File: src/rtl/uldl_link_scheduler.sv
// Uplink/downlink packet scheduler: two per-direction FIFOs, weighted round-robin
// arbitration gated by a visibility window, and a ready/valid output register.
// Optional drop statistics counter enabled by defining ULDL_SCHED_STATS_EN.
module uldl_link_scheduler #(
    parameter int unsigned DEPTH = 4
) (
    input  logic       i_clk,
    input  logic       i_rst_n,
    input  logic       i_ena,
    input  logic       i_pkt_pulse,
    input  logic [7:0] i_pkt_id,
    input  logic       i_pkt_dir_dl,
    input  logic [1:0] i_wgt_ul,
    input  logic [1:0] i_wgt_dl,
    input  logic       i_win_open,
    input  logic       i_tx_ready,
    output logic       o_tx_valid,
    output logic [7:0] o_tx_id,
    output logic       o_tx_dir_dl,
    output logic [2:0] o_ul_count,
    output logic [2:0] o_dl_count,
    output logic       o_drop_pulse,
    output logic [7:0] o_drop_cnt
);

    localparam int unsigned PW = $clog2(DEPTH);
    localparam int unsigned CW = 3;

    typedef enum logic [1:0] {IDLE, SERVE_UL, SERVE_DL} state_t;

    logic [7:0]    mem_ul [DEPTH];
    logic [7:0]    mem_dl [DEPTH];
    logic [PW-1:0] wp_ul, rp_ul, wp_dl, rp_dl;
    logic [CW-1:0] cnt_ul, cnt_dl;
    state_t        state;
    logic [1:0]    credit;
    logic          last_dl;

    logic       ul_ne, dl_ne, full_ul, full_dl;
    logic       push_ul, push_dl, pop_ul, pop_dl, wr_ul, wr_dl;
    logic       load, drop;
    logic [1:0] wgt_ul_eff, wgt_dl_eff, wgt_sel, credit_ld;
    logic       sel_dl, fresh;

    assign ul_ne      = (cnt_ul != '0);
    assign dl_ne      = (cnt_dl != '0);
    assign full_ul    = (cnt_ul == CW'(DEPTH));
    assign full_dl    = (cnt_dl == CW'(DEPTH));
    assign wgt_ul_eff = (i_wgt_ul == 2'd0) ? 2'd1 : i_wgt_ul;
    assign wgt_dl_eff = (i_wgt_dl == 2'd0) ? 2'd1 : i_wgt_dl;

    // Grant selection: fresh means the served direction starts a new turn with full credit
    always_comb begin
        sel_dl = 1'b0;
        fresh  = 1'b1;
        case (state)
            IDLE: sel_dl = last_dl ? !ul_ne : dl_ne;
            SERVE_UL: begin
                if (!ul_ne) begin
                    sel_dl = 1'b1;
                end else if (credit == 2'd0) begin
                    sel_dl = dl_ne;
                end else begin
                    fresh = 1'b0;
                end
            end
            SERVE_DL: begin
                sel_dl = 1'b1;
                if (!dl_ne) begin
                    sel_dl = 1'b0;
                end else if (credit == 2'd0) begin
                    sel_dl = !ul_ne;
                end else begin
                    fresh = 1'b0;
                end
            end
            default: sel_dl = 1'b0;
        endcase
    end

    assign wgt_sel   = sel_dl ? wgt_dl_eff : wgt_ul_eff;
    assign credit_ld = (fresh ? wgt_sel : credit) - 2'd1;

    assign load    = i_ena && i_win_open && (!o_tx_valid || i_tx_ready) && (ul_ne || dl_ne);
    assign pop_ul  = load && !sel_dl;
    assign pop_dl  = load && sel_dl;
    assign push_ul = i_ena && i_pkt_pulse && !i_pkt_dir_dl;
    assign push_dl = i_ena && i_pkt_pulse && i_pkt_dir_dl;
    assign wr_ul   = push_ul && (!full_ul || pop_ul);
    assign wr_dl   = push_dl && (!full_dl || pop_dl);
    assign drop    = (push_ul && full_ul && !pop_ul) || (push_dl && full_dl && !pop_dl);

    // Queue storage, no reset needed: occupancy qualifies every entry
    always_ff @(posedge i_clk) begin
        if (wr_ul) mem_ul[wp_ul] <= i_pkt_id;
        if (wr_dl) mem_dl[wp_dl] <= i_pkt_id;
    end

    always_ff @(posedge i_clk or negedge i_rst_n) begin
        if (!i_rst_n) begin
            wp_ul  <= '0;
            rp_ul  <= '0;
            cnt_ul <= '0;
            wp_dl  <= '0;
            rp_dl  <= '0;
            cnt_dl <= '0;
        end else if (!i_ena) begin
            wp_ul  <= '0;
            rp_ul  <= '0;
            cnt_ul <= '0;
            wp_dl  <= '0;
            rp_dl  <= '0;
            cnt_dl <= '0;
        end else begin
            if (wr_ul)  wp_ul <= wp_ul + PW'(1);
            if (pop_ul) rp_ul <= rp_ul + PW'(1);
            if (wr_dl)  wp_dl <= wp_dl + PW'(1);
            if (pop_dl) rp_dl <= rp_dl + PW'(1);
            cnt_ul <= cnt_ul + CW'(wr_ul) - CW'(pop_ul);
            cnt_dl <= cnt_dl + CW'(wr_dl) - CW'(pop_dl);
        end
    end

    // Arbitration state and output register
    always_ff @(posedge i_clk or negedge i_rst_n) begin
        if (!i_rst_n) begin
            state        <= IDLE;
            credit       <= 2'd0;
            last_dl      <= 1'b1;
            o_tx_valid   <= 1'b0;
            o_tx_id      <= 8'h00;
            o_tx_dir_dl  <= 1'b0;
            o_drop_pulse <= 1'b0;
        end else begin
            o_drop_pulse <= drop;
            if (!i_ena) begin
                state      <= IDLE;
                credit     <= 2'd0;
                o_tx_valid <= 1'b0;
            end else if (load) begin
                state       <= sel_dl ? SERVE_DL : SERVE_UL;
                credit      <= credit_ld;
                last_dl     <= sel_dl;
                o_tx_valid  <= 1'b1;
                o_tx_id     <= sel_dl ? mem_dl[rp_dl] : mem_ul[rp_ul];
                o_tx_dir_dl <= sel_dl;
            end else begin
                if (o_tx_valid && i_tx_ready) o_tx_valid <= 1'b0;
                if (state == SERVE_UL && !ul_ne) begin
                    state  <= dl_ne ? SERVE_DL : IDLE;
                    credit <= dl_ne ? wgt_dl_eff : 2'd0;
                end else if (state == SERVE_DL && !dl_ne) begin
                    state  <= ul_ne ? SERVE_UL : IDLE;
                    credit <= ul_ne ? wgt_ul_eff : 2'd0;
                end
            end
        end
    end

    assign o_ul_count = cnt_ul;
    assign o_dl_count = cnt_dl;

`ifdef ULDL_SCHED_STATS_EN
    logic [7:0] drop_cnt;

    always_ff @(posedge i_clk or negedge i_rst_n) begin
        if (!i_rst_n) begin
            drop_cnt <= 8'h00;
        end else if (drop && drop_cnt != 8'hFF) begin
            drop_cnt <= drop_cnt + 8'd1;
        end
    end

    assign o_drop_cnt = drop_cnt;
`else
    assign o_drop_cnt = 8'h00;
`endif

endmodule

File: config.mk
export PLATFORM = sky130hd
export DESIGN_NAME = uldl_link_scheduler
export DESIGN_NICKNAME = d
export VERILOG_FILES = /design/src/rtl/uldl_link_scheduler.sv
export SDC_FILE = /design/constraint.sdc
export NUM_CORES = 1
export LEC_CHECK = 0
export ABC_AREA = 1
export CORE_UTILIZATION = 45
export DETAILED_ROUTE_END_ITERATION = 12
export PLACE_DENSITY = 0.65
export REMOVE_ABC_BUFFERS = 1
export SLEW_MARGIN = 40
export SYNTH_ARGS = -nofsm -noshare
export SYNTH_HDL_FRONTEND = slang
export SYNTH_SLANG_ARGS = --single-unit
export TNS_END_PERCENT = 5
File: constraint.sdc
create_clock -name i_clk -period 3.6 [get_ports i_clk]
set_input_delay 0.54 -clock i_clk [delete_from_list [all_inputs] [get_ports i_clk]]
set_output_delay 0.54 -clock i_clk [all_outputs]
set_load 0.01 [all_outputs]
After elaboration in Yosys (flattened, before gate mapping) --
Memories as Yosys holds them, arrays and structs flattened. Index checks and enable logic that the tools add are counted.
Word-level totals: register bits 30, bits in writable memories 64, latch bits 0, output and inout bits 25, word-level logic and storage cells 117, input port bits 19, bits in read-only memories 0, memories 2
Memory list:
- mem_dl | words 4, width 8, rd ports 1, clocked after memory_dff 0, wr ports 1, line 32 | logic [7:0] mem_dl [DEPTH];
- mem_ul | words 4, width 8, rd ports 1, clocked after memory_dff 0, wr ports 1, line 31 | logic [7:0] mem_ul [DEPTH];
Cells by class: reductions and logical operators 38, divide/modulo/power cells 0, shift-type cells 0, $add $sub $neg 9, muxes and demuxes 45, magnitude comparators 0, equal/unequal tests 10, multiply operators 0, bitwise logic cells 0
Operators by type and width (number):
- 2-to-1 mux 2 bit | 24
- logical AND 1 bit | 17
- 2-to-1 mux 1 bit | 16
- zero test 1 bit | 9
- adder 2 x 1 -> 2 bit (second input constant) | 4
- zero test 2 bit | 4
- 2-to-1 mux 8 bit | 1
- inequality test 2 x 1 -> 1 bit (second input constant) | 4
- adder 3 x 1 -> 3 bit | 2
- == test 3 bit (second input constant) | 2
- 2-to-1 mux 3 bit | 2
- nonzero test 3 bit | 2
- subtractor 3 x 1 -> 3 bit | 2
- logical OR 1 bit | 5
- inequality test 4 x 1 -> 1 bit (second input constant) | 1
- inequality test 3 x 1 -> 1 bit (second input constant) | 1
- one-hot mux 1 bit (3 select lines) | 1
- == test 2 x 1 -> 1 bit (second input constant) | 1
- == test 2 bit (second input constant) | 1
- one-hot mux 1 bit (2 select lines) | 1
- AND reduction 2 bit | 1
- subtractor 2 x 1 -> 2 bit (second input constant) | 1

Longest topological paths before layout --
word-level depth 12, mapped depth 18

Least setup slack after synthesis --
OpenSTA, ideal clock, no wires.
path type register to register, start register cnt_dl[1] (netlist: o_dl_count[1]), end register cnt_dl[2] (netlist: o_dl_count[2]), setup slack 1.046 ns, data required time 3.476 ns, arrival 2.430 ns, buffers on the path 0, stages on the path, launching flop included 19, clock period less this slack 2.554 ns, cell sequence dfrtp_1 > nor2_4 > nand2_2 > nand2_1 > nand2_1 > nand2_2 > nand3_4 > nand2_4 > inv_2 > nand2_4 > nand3_4 > nand2_4 > ha_1 > inv_1 > ha_1 > inv_1 > fa_1 > o21ai_0 > a21oi_1
On the way: cells in the longest elaborated chain, start to end 10, elaborated cells between the ends (all ways) 16
Ends and longest elaborated chain:
- from (decl) | line 34 | logic [CW-1:0] cnt_ul, cnt_dl;
- from (signal assigned) | line 120 | cnt_dl <= cnt_dl + CW'(wr_dl) - CW'(pop_dl);
- nonzero test 3 bit | line 46 | assign dl_ne = (cnt_dl != '0);
- 2-to-1 mux 1 bit | line 61 | end else if (credit == 2'd0) begin
- 2-to-1 mux 1 bit | line 59 | if (!ul_ne) begin
- one-hot mux 1 bit (3 select lines) | line 56 | case (state)
- logical AND 1 bit | line 86 | assign pop_dl = load && sel_dl;
- logical OR 1 bit | line 90 | assign wr_dl = push_dl && (!full_dl || pop_dl);
- logical AND 1 bit | line 90
- adder 3 x 1 -> 3 bit | line 120
- subtractor 3 x 1 -> 3 bit (*) | line 120
- 2-to-1 mux 3 bit (*) | line 107 | end else if (!i_ena) begin
Mark *: on every way between the ends. The rest lies on a longest branch, timed or not. A chain may end at the register's enable or synchronous reset.

Worst setup path in the final report --
start input port i_ena, end register cnt_ul[2] (netlist: o_ul_count[2])
On the way: cells in the longest elaborated chain, start to end 9, elaborated cells between the ends (all ways) 11
Ends and longest elaborated chain:
- from (decl) | line 9 | input logic i_ena,
- logical AND 1 bit (3 in a row) | line 84 | assign load = i_ena && i_win_open && (!o_tx_valid || i_tx_ready) && (ul_ne || dl_ne);
- logical AND 1 bit | line 85 | assign pop_ul = load && !sel_dl;
- logical OR 1 bit | line 89 | assign wr_ul = push_ul && (!full_ul || pop_ul);
- logical AND 1 bit | line 89
- adder 3 x 1 -> 3 bit | line 119 | cnt_ul <= cnt_ul + CW'(wr_ul) - CW'(pop_ul);
- subtractor 3 x 1 -> 3 bit | line 119
- 2-to-1 mux 3 bit (*) | line 107
- to (signal assigned) | line 119
- to (decl) | line 34
Marks and branches as above.

==> impl_metrics.toml <==
[status]
status = "completed"

[power]
p_leak_nw = 2.08
power.density_nw_per_um2 = 674
ir_drop_mv = 0.419

[synth]
synth_cells = 410
ys_types = 36
netlist_top_cells_area = "edfxtp_1, dfrtp_1, nand2_1"
ys_ff_latch = 94
async_flop_share_pct = 31.9
yosys.area.top_type_share_pct = 43.7
synth_common_cells = "edfxtp_1, nand2_1, nor2_1"
synth-main-ff-cell = "edfxtp_1"
yosysMostFrequentCell = "edfxtp_1"
yosysSeqAreaShare_pct = 60.7
postSynthAreaPerCell_sq_um = 10.7
synth_largest_area_cell = "edfxtp_1"
synth_edf_count = 64
yosys_warnings = 0
netlist_area_sq_um = 4400

[timing]
setup_tns_ns = 0
grt_setup_unrepaired = "false"
setup_violations = 0
fin_skew_ns = 0.0150
fin_crit_sh_pct = 81.7
fmax_mhz = 340
max_slew_margin_pct = 55.1
timing.final.ws_setup_ns = 0.659
worstMarginPinSlew_ns = 0.671
drv_slew = 0
period_needed_ns = 2.94
hold_viol = 0

[floorplan]
die_x_um = 101
initial_core_util_pct = 47.0
placementRows = 35
dieArea_sq_um = 10200
die_y_um = 101
io-pin-count = 44
coreArea_sq_um = 9370

[finish]
drive_above_1_share_pct = 11.4
num-fill-cells = 837
instances_no_fill = 587
area_delta_synth_final_pct = 16.8
fin_nets = 490
antennaDiodeCount = 0

[setup_path]
rrSetupSlack_ns = 0.80
r2r_end = "o_dl_count[2]"
worstPathMaxFanout = 9
reg2reg_from = "o_dl_count[1]"
cp.required_ns = 3.84
cp-end-kind = "register"
r2r_cells = 18
path_class = "in -> reg"
critPathLaunchType = "input pin"
crit_arrival_ns = 3.18

[job]
cap_violations = 0

[placed_design]
dp.cells = 571
dp_hpwl_mm = 5.98
port_buffers = 35
gp_congestion = 0.795
place_ws_ns = 0.319

[clock_tree]
cts_hold_buf = 0
clock_latency_ns = 0.36
cts_buffer_depth = 2
cts_sinks = 94
htreeDepth = 3
cts_setup_buffers = 0
cts_tree = "built"
cts_root_buf = "clkbuf_8"
cts_buffers = 9
cts_resized = 0
clk_pin_slew_worst_paths_ns = 0.09

[drt]
drc = 0
routedWlPerCell_um = 14.9
drtAntennaViolNets = 0
drt_iter0_drc = 187
dr.pass1.iters = 4
vias_per_cell = 5.01
wirelength_mm = 8.73
num_vias = 2938

[worst_hold_path]
min_from = "o_tx_id[4]"
hold_path.class = "reg -> reg"
min_delay_path_depth = 2
holdPathEnd = "o_tx_id[4]"

[global_routing]
grt_overflow = 0
antenna_found_initial = 0
grt_pass1_wl_mm = 14.5
grt_usage_pct = 19.3
grt_max_degree = 31
grt_pass1_vias = 2872
==> where the power goes <==
part | switching (mW) | internal (mW) | total (mW) | leakage, nW
Clock | 0.374 | 0.468 | 0.842 | 0.121
Sequential | 0.127 | 1.29 | 1.41 | 0.973
Combinational | 0.725 | 0.485 | 1.21 | 0.987
==> stage by stage <==
step | hold slack (ns) | util (%) | total power, mW | area, sq um
finish | 0.506 | 54.9 | 3.47 | 5140
global route | 0.536 | 54.9 | 3.70 | 5140
CTS | 0.513 | 54.8 | 3.49 | 5140
detailed placement | 0.493 | 52.2 | 2.66 | 4890
global placement | 0.490 | 52.2 | 2.64 | 4890
floorplan | 0.244 | - | 2.24 | 4330
==> metal layers <==
metal,up-vias,track usage [%],part of all wire (%)
met1,1412,26.0,46
met4,0,8.03,1.8
met2,53,31.9,49
met5,-,0,0
met3,10,2.50,3.0
li1,1463,-,-
==> cells by family after synthesis <==
family	count (synthesis)	share of synthesized area, %
buffers and inverters	66	6.51
other	1	0.0852
AO/OA/AOI/OAI	75	9.92
flip-flops	94	60.7
XOR/XNOR	2	0.398
AND/OR/NAND/NOR	154	16.9
adder cells (fa/ha/maj)	18	5.46
==> cells in the final DEF, fill, tap and decap left out, types with 2 or more instances in the layout <==
master           instances
buf_4                    7
nand2_1                 58
nor2_2                   3
ha_1                    16
nand3_4                  3
clkinv_4                 2
inv_1                   42
a21oi_1                  8
nand2_4                  7
nand3_1                 27
dfrtp_1                 29
o21ai_1                  2
o21ai_2                  3
clkdlybuf4s50_1         35
clkbuf_8                 9
nor2_1                  48
fa_1                     2
bufinv_16                3
inv_2                    5
nand2_2                  3
conb_1                   8
o22ai_1                 17
inv_6                    2
edfxtp_1                64
o21ai_0                 39
xor2_1                   2
==> area by class of cell <==
cell class | count | area (sq um) | area share [%]
clock inverters | 6 | 116 | 2.26
well taps | 129 | 161 | 3.14
repair buffers | 42 | 403 | 7.84
clock buffers | 10 | 128 | 2.48
inverters | 49 | 189 | 3.67
flip-flops and latches | 94 | 2670 | 52.0
multi-input cells | 257 | 1470 | 28.6
==> flip-flops by register name (all words and copies together) (netlist names) <==
register,cells
o_tx_valid,1
o_dl_count,3
o_tx_id,8
wp_ul,2
o_tx_dir_dl,1
rp_dl,2
wp_dl,2
credit,2
mem_ul,32
mem_dl,32
rp_ul,2
last_dl,1
state,2
o_ul_count,3
o_drop_pulse,1
==> worst max-delay path by stage <==
stage / from / end / slack (ns) / cells after the start
floorplan: o_dl_count[1] / o_dl_count[2] / 1.05 / 18
global placement: i_ena / o_ul_count[2] / 0.38 / 11
detailed placement: i_ena / o_dl_count[2] / 0.32 / 13
CTS: i_ena / o_ul_count[2] / 0.69 / 11
global route: i_ena / o_ul_count[2] / 0.44 / 11
finish: i_ena / o_ul_count[2] / 0.66 / 11
==> worst max-delay path, cell delays in order <==
cell             delay, ns
clkdlybuf4s50_1       0.65
inv_1                 0.23
nor3_1                0.49
nand2_4               0.14
ha_1                  0.29
inv_1                 0.06
ha_1                  0.12
inv_1                 0.04
fa_1                  0.37
o21ai_0               0.17
a21oi_1               0.05
(Power assumes the default switching activity.)
